--- src/rtl/pipeline_hazard_ctrl.sv ---
// Sequencing controller for the 5-stage pipeline: register enables, bubble
// injection, stall/flush performance counters and a sticky memory-timeout flag.
module pipeline_hazard_ctrl #(
  parameter int unsigned CNT_W       = 32,
  parameter int unsigned MEM_TIMEOUT = 255
) (
  input  logic             clk,
  input  logic             reset,
  input  logic [4:0]       id_rs1,
  input  logic [4:0]       id_rs2,
  input  logic             id_uses_rs1,
  input  logic             id_uses_rs2,
  input  logic [4:0]       ex_rd,
  input  logic             ex_mem_read,
  input  logic             ex_branch_taken,
  input  logic             mem_busy,
  output logic             pc_en,
  output logic             ifid_en,
  output logic             idex_en,
  output logic             exmem_en,
  output logic             memwb_en,
  output logic             ifid_flush,
  output logic             idex_flush,
  output logic [CNT_W-1:0] stall_cnt,
  output logic [CNT_W-1:0] flush_cnt,
  output logic             mem_timeout
);

  localparam int unsigned WAIT_W = 16;
  localparam logic [4:0]  XZR    = 5'd31;

  typedef enum logic [1:0] {
    ST_INIT     = 2'd0,
    ST_RUN      = 2'd1,
    ST_MEM_WAIT = 2'd2
  } state_e;

  state_e             state_q, state_d;
  logic [WAIT_W-1:0]  wait_cnt_q, wait_cnt_d;
  logic [CNT_W-1:0]   stall_cnt_q, stall_cnt_d;
  logic [CNT_W-1:0]   flush_cnt_q, flush_cnt_d;
  logic               mem_timeout_q, mem_timeout_d;
  logic               load_use_c;
  logic               stall_evt_c;
  logic               flush_evt_c;

  // XZR reads as zero, so a load targeting it never blocks a consumer
  assign load_use_c = ex_mem_read && (ex_rd != XZR) &&
                      ((id_uses_rs1 && (id_rs1 == ex_rd)) ||
                       (id_uses_rs2 && (id_rs2 == ex_rd)));

  always_comb begin
    state_d       = state_q;
    wait_cnt_d    = wait_cnt_q;
    stall_cnt_d   = stall_cnt_q;
    flush_cnt_d   = flush_cnt_q;
    mem_timeout_d = mem_timeout_q;
    stall_evt_c   = 1'b0;
    flush_evt_c   = 1'b0;
    pc_en         = 1'b0;
    ifid_en       = 1'b0;
    idex_en       = 1'b0;
    exmem_en      = 1'b0;
    memwb_en      = 1'b0;
    ifid_flush    = 1'b1;
    idex_flush    = 1'b1;

    case (state_q)
      ST_INIT: begin
        state_d    = ST_RUN;
        wait_cnt_d = '0;
      end
      default: begin
        state_d    = ST_RUN;
        wait_cnt_d = '0;
        ifid_flush = 1'b0;
        idex_flush = 1'b0;
        if (mem_busy) begin
          // Freeze everything; a pending branch is re-presented after the wait
          state_d     = ST_MEM_WAIT;
          stall_evt_c = 1'b1;
          wait_cnt_d  = (wait_cnt_q != '1) ? wait_cnt_q + WAIT_W'(1) : wait_cnt_q;
          if (wait_cnt_d >= WAIT_W'(MEM_TIMEOUT)) mem_timeout_d = 1'b1;
        end else if (ex_branch_taken) begin
          {pc_en, ifid_en, idex_en, exmem_en, memwb_en} = 5'b11111;
          ifid_flush  = 1'b1;
          idex_flush  = 1'b1;
          flush_evt_c = 1'b1;
        end else if (load_use_c) begin
          {pc_en, ifid_en, idex_en, exmem_en, memwb_en} = 5'b00111;
          idex_flush  = 1'b1;
          stall_evt_c = 1'b1;
        end else begin
          {pc_en, ifid_en, idex_en, exmem_en, memwb_en} = 5'b11111;
        end
      end
    endcase

    if (stall_evt_c && (stall_cnt_q != '1)) stall_cnt_d = stall_cnt_q + CNT_W'(1);
    if (flush_evt_c && (flush_cnt_q != '1)) flush_cnt_d = flush_cnt_q + CNT_W'(1);
  end

  always_ff @(posedge clk or posedge reset) begin
    if (reset) begin
      state_q       <= ST_INIT;
      wait_cnt_q    <= '0;
      stall_cnt_q   <= '0;
      flush_cnt_q   <= '0;
      mem_timeout_q <= 1'b0;
    end else begin
      state_q       <= state_d;
      wait_cnt_q    <= wait_cnt_d;
      stall_cnt_q   <= stall_cnt_d;
      flush_cnt_q   <= flush_cnt_d;
      mem_timeout_q <= mem_timeout_d;
    end
  end

  assign stall_cnt   = stall_cnt_q;
  assign flush_cnt   = flush_cnt_q;
  assign mem_timeout = mem_timeout_q;

endmodule

--- config.mk ---
export PLATFORM = sky130hd
export DESIGN_NAME = pipeline_hazard_ctrl
export DESIGN_NICKNAME = d
export VERILOG_FILES = /design/src/rtl/pipeline_hazard_ctrl.sv
export SDC_FILE = /design/constraint.sdc
export NUM_CORES = 1
export LEC_CHECK = 0
export CORE_MARGIN = 1.5
export CORE_UTILIZATION = 40
export CTS_CLUSTER_SIZE = 16
export DETAILED_ROUTE_END_ITERATION = 7
export PLACE_DENSITY = 0.66
export SKIP_CTS_REPAIR_TIMING = 1
export SYNTH_ARGS = -nofsm -noshare
export SYNTH_HDL_FRONTEND = slang
export SYNTH_SLANG_ARGS = --single-unit
--- constraint.sdc ---
create_clock -name clk -period 7.12 [get_ports clk]
set_input_delay 2.136 -clock clk [delete_from_list [all_inputs] [get_ports clk]]
set_output_delay 2.136 -clock clk [all_outputs]
set_load 0.1 [all_outputs]
Yosys cells after proc, flatten, opt, wreduce, memory -nomap -nowiden

Index checks and enable logic that the tools add are counted.
W data, S select, Z words.

Output and inout bits: 72
Word-level logic and storage cells: 47
Flip-flop bits (word level): 83
Input bits: 22

Reduce and logical (&&, ||, !) cells: 9
$add $sub $neg: 3
Bitwise gates (word level): 1
$lt $le $gt $ge: 1
Eq/ne operators: 6
Mux-type cells: 22

Operator list:

| kind                    | number |
|---|---|
| $add A32 B1 Y32 const B | 2 |
| $ne A32 B32 Y1 const B  | 2 |
| $mux W16                | 3 |
| $mux W1                 | 17 |
| $add A16 B1 Y16 const B | 1 |
| $ge A16 B8 Y1 const B   | 1 |
| $ne A16 B16 Y1 const B  | 1 |
| $eq A5 B5 Y1            | 2 |
| $logic_and A1 B1 Y1     | 6 |
| $ne A5 B5 Y1 const B    | 1 |
| $mux W2                 | 2 |
| $reduce_and A3 Y1       | 1 |
| $logic_not A2 Y1        | 1 |
| $logic_or A1 B1 Y1      | 1 |
| $not A1 Y1              | 1 |

Logic depth before layout (Yosys ltp)

Depth after elaboration: 9
Depth in mapped cells: 10
Gate-level depth less buffers: 8

Least setup slack after synthesis

OpenSTA, ideal clock, no wires.

Kind: in2out
Start point: input port mem_busy
End point: output port pc_en
Path slack: 112 ps
Data required time: 4984 ps
Buffers on the path: 1
Stages on the path: 3
Arrival time: 4872 ps
Path through: nor2_1 > o21a_1 > buf_4

Cells in the longest elaborated chain, start to end: 2

Ends and longest elaborated chain:

| what                  | RTL line | RTL |
|---|---|---|
| from (decl)           | 16       | `input logic mem_busy,` |
| $mux W1 (2 in series) | --       |  |
| to (decl)             | 17       | `output logic pc_en,` |

No other way between the ends.

Worst setup path after layout

Start point: input port ex_rd[1]
End point: output port idex_flush

Cells in the longest elaborated chain, start to end: 8
Elaborated cells between the ends (all ways): 12
Those cells by class: eq/ne: 3; mux: 4; reduce/logical: 5

Ends and longest elaborated chain:

| what                                   | RTL line | RTL |
|---|---|---|
| from (decl)                            | 13       | `input logic [4:0] ex_rd,` |
| $eq A5 B5 Y1 (on tied branches)        | 49, 50   |  |
| $logic_and A1 B1 Y1 (on tied branches) | 49, 50   |  |
| $logic_or A1 B1 Y1                     | 49       | `((id_uses_rs1 && (id_rs1 == ex_rd)) \|\|` |
| $logic_and A1 B1 Y1 *                  | 48       | `assign load_use_c = ex_mem_read && (ex_rd != XZR) &&` |
| $mux W1 *                              | 89       | `end else if (load_use_c) begin` |
| $mux W1 *                              | 84       | `end else if (ex_branch_taken) begin` |
| $mux W1 *                              | 78       | `if (mem_busy) begin` |
| $mux W1 *                              | 68       | `case (state_q)` |
| to (decl)                              | 23       | `output logic idex_flush,` |

Every way passes the cells marked *; elsewhere a longest branch is shown, timed or not.

==> impl_results.md <==
- Outcome: finished clean
- Critical Path End Type: output pin
- CTS Buffer Depth: 2
- Vias: 3439
- Worst skew pair latency: 0.35 ns
- Die H: 107 um
- CP peak stage delay: 0.48 ns
- Synthesized flop and latch total: 83
- Synth warnings: 0
- Buffers plus inverters on the worst setup path: 2
- Post-Route M1 WL: 4.22 mm
- Syn_nets: 453
- Worst path arrival time: 3.85 ns
- Die area: 0.0113 mm^2
- Worst hold path class: flip-flop to flip-flop
- Yosys top cell by area: dfrtp_1
- Pleak: 2.23 nW
- Slew @ Worst Pin: 0.984 ns
- Crit path launch type: primary input
- Layout Nets: 545
- Share of cells above drive strength 1: 0.0743
- Max-Cap Viols: 0
- Final setup viols: 0
- Met3 Routed Length: 412 um
- Slowest-stage cell, CP: clkdlybuf4s50_1
- ANT nets after route: 0
- Syn_area_per_cell: 10.0 um^2
- Pins Over Slew Limit: 0
- VDD IR max: 0.428 mV
- H-tree level count: 3
- Gp weighted congestion: 0.835
- Seq/Total Area, Yosys: 0.484
- Tmin final: 5.99 ns
- Most frequent cells in the layout: 86 x clkdlybuf4s50_1, 83 x dfrtp_1, 59 x xnor2_1
- Sinks on Clock Net: 83
- Final Hold Fails: 0
- Most common cell after layout, fill and taps aside: clkdlybuf4s50_1
- Final core utilization: 0.530
- CTS Buf Count: 9
- Tot GR Track Use: 0.178
- Pin count of the biggest net entering global routing: 57
- Pwr/cell area: 246 mW/mm^2
- Cell chosen for the clock root: clkbuf_8
- Overflow left after global routing: 0
- Vias per inst: 5.20
- Synth-to-layout area growth: 28.1%
- DP Worst Slack: 1.12 ns
- # DRC: 0
- Top sig layer: met4
- Area post-placement: 0.00529 mm^2
- Setup repair after global routing missed its margin: no
- Core area: 0.0104 mm^2
- Synthesized instance count: 428
- First DRT Iteration DRCs: 121
- Synth top area cells: dfrtp_1 48%, xnor2_1 12%, nand3_1 5.3%
- Port bufs: 93
- Ys async rst share: 1.00
- Critical-path cell list: clkdlybuf4s50_1 > xnor2_1 > nand4_1 > o22ai_1 > nand3_1 > o21bai_1 > buf_4
- Top cell type's share of synthesized area: 0.484
- Post-route setup slack: 1.13 ns
- Fin cells: 661
- CP Class: primary input to output pin
- Post-synth EDFFs: 0
- Main synth FF type: dfrtp_1
- Worst-path clk slew: 0.09 ns
- # IOs: 94
- CP delay by family, top: buffers and inverters
- ANT cells: 0
- Post-Layout Inst Area: 0.00549 mm^2
- Detailed placer's ending HPWL: 7.08 mm
- CTS tree: done
- Worst Path Max Fanout: 4
- CP required: 4.98 ns
- Mapped Area: 0.00429 mm^2
- Initial antenna violation count: 0
- Vias in the first global route: 3340
- Die span in x: 107 um
- Setup TNS: 0 ns
- Fmax: 167 MHz
- Max-slew headroom: 0.342
- Dpl cells: 645
- Met2 wire len: 4.79 mm
- Starting Density: 0.413
- Detailed-route wire length: 9.56 mm
- Tcrit/Tclk final: 0.841
- Drt pass-1 iters: 4
- Hold slack final: 0.491 ns
- First-pass GRT wire length: 16.3 mm
- Worst Skew: 0.0113 ns
- Yosys cell types: 51
- Power, Total: 1.35 mW
- Num rows: 37
- WL/cell: 14.5 um
path summary, 6_finish.rpt:
check,start,slack (ns),cells past startpoint,to
worst max-delay path,ex_rd[1],1.13,7,idex_flush
worst min-delay path,flush_cnt[29]$_DFFE_PP0P_,0.49,1,flush_cnt[29]$_DFFE_PP0P_
worst max register to register,stall_cnt[0]$_DFFE_PP0P_,4.05,8,stall_cnt[1]$_DFFE_PP0P_
worst min register to register,flush_cnt[29]$_DFFE_PP0P_,0.49,1,flush_cnt[29]$_DFFE_PP0P_
max in group asynchronous,reset,3.93,3,flush_cnt[6]$_DFFE_PP0P_
min in group asynchronous,reset,2.12,2,wait_cnt_q[11]$_DFF_PP0_
cells in the mapped netlist, types with 2 or more instances:
cell and number:
xnor2_1 59, nor2_1 33, and4_1 6, or2_2 3
nand3_1 45, o21bai_1 2, o21a_1 2, a211oi_1 3
nor3_2 2, clkbuf_1 5, buf_2 2, a21oi_1 4
buf_4 3, dfrtp_1 83, ha_1 3, a31oi_1 8
nor3_1 16, o21ai_0 7, mux2i_1 2, nand4_1 26
or3_1 4, nand2_1 35, inv_1 9, xor2_1 19
buf_6 4, and2_1 4, and3_1 15
worst register-to-register path: stages (launching register included):
cell	delay (ns)
dfrtp_1	0.44
ha_1	0.25
and4_1	0.29
and3_1	0.24
and4_4	0.22
and3_4	0.20
a211oi_4	0.63
buf_4	0.33
mux2_2	0.35
registers in the layout, summed over array words and instances (netlist names):
| name | flops |
|---|---|
| flush_cnt | 32 |
| stall_cnt | 32 |
| wait_cnt_q | 16 |
| state_q | 2 |
| mem_timeout | 1 |
metal layers:
metal,global-route usage,up-vias
li1,-,1685
met1,0.228,1652
met2,0.306,91
met3,0.0411,11
met4,0.0419,0
met5,0,-
cell families after synthesis:
logic type,share of synthesized area
AND/OR/NAND/NOR,0.250
flip-flops,0.484
XOR/XNOR,0.159
AO/OA/AOI/OAI,0.0563
buffers and inverters,0.0312
multiplexers,0.00992
adder cells (fa/ha/maj),0.00875
power by group:
group	switching, mW	internal, mW
Sequential	0.0488	0.507
Clock	0.173	0.173
Combinational	0.342	0.110
Total	0.563	0.790
area by class of cell:
type | instances | area, um^2
Clock buffer | 11 | 141
Timing Repair Buffer | 95 | 928
Sequential cell | 83 | 2080
Tap cell | 136 | 170
Fill cell | 964 | 4880
Inverter | 10 | 38.8
Multi-Input combinational cell | 321 | 2080
Clock inverter | 5 | 61.3
No activity file was read; power rests on OpenSTA's default activity.
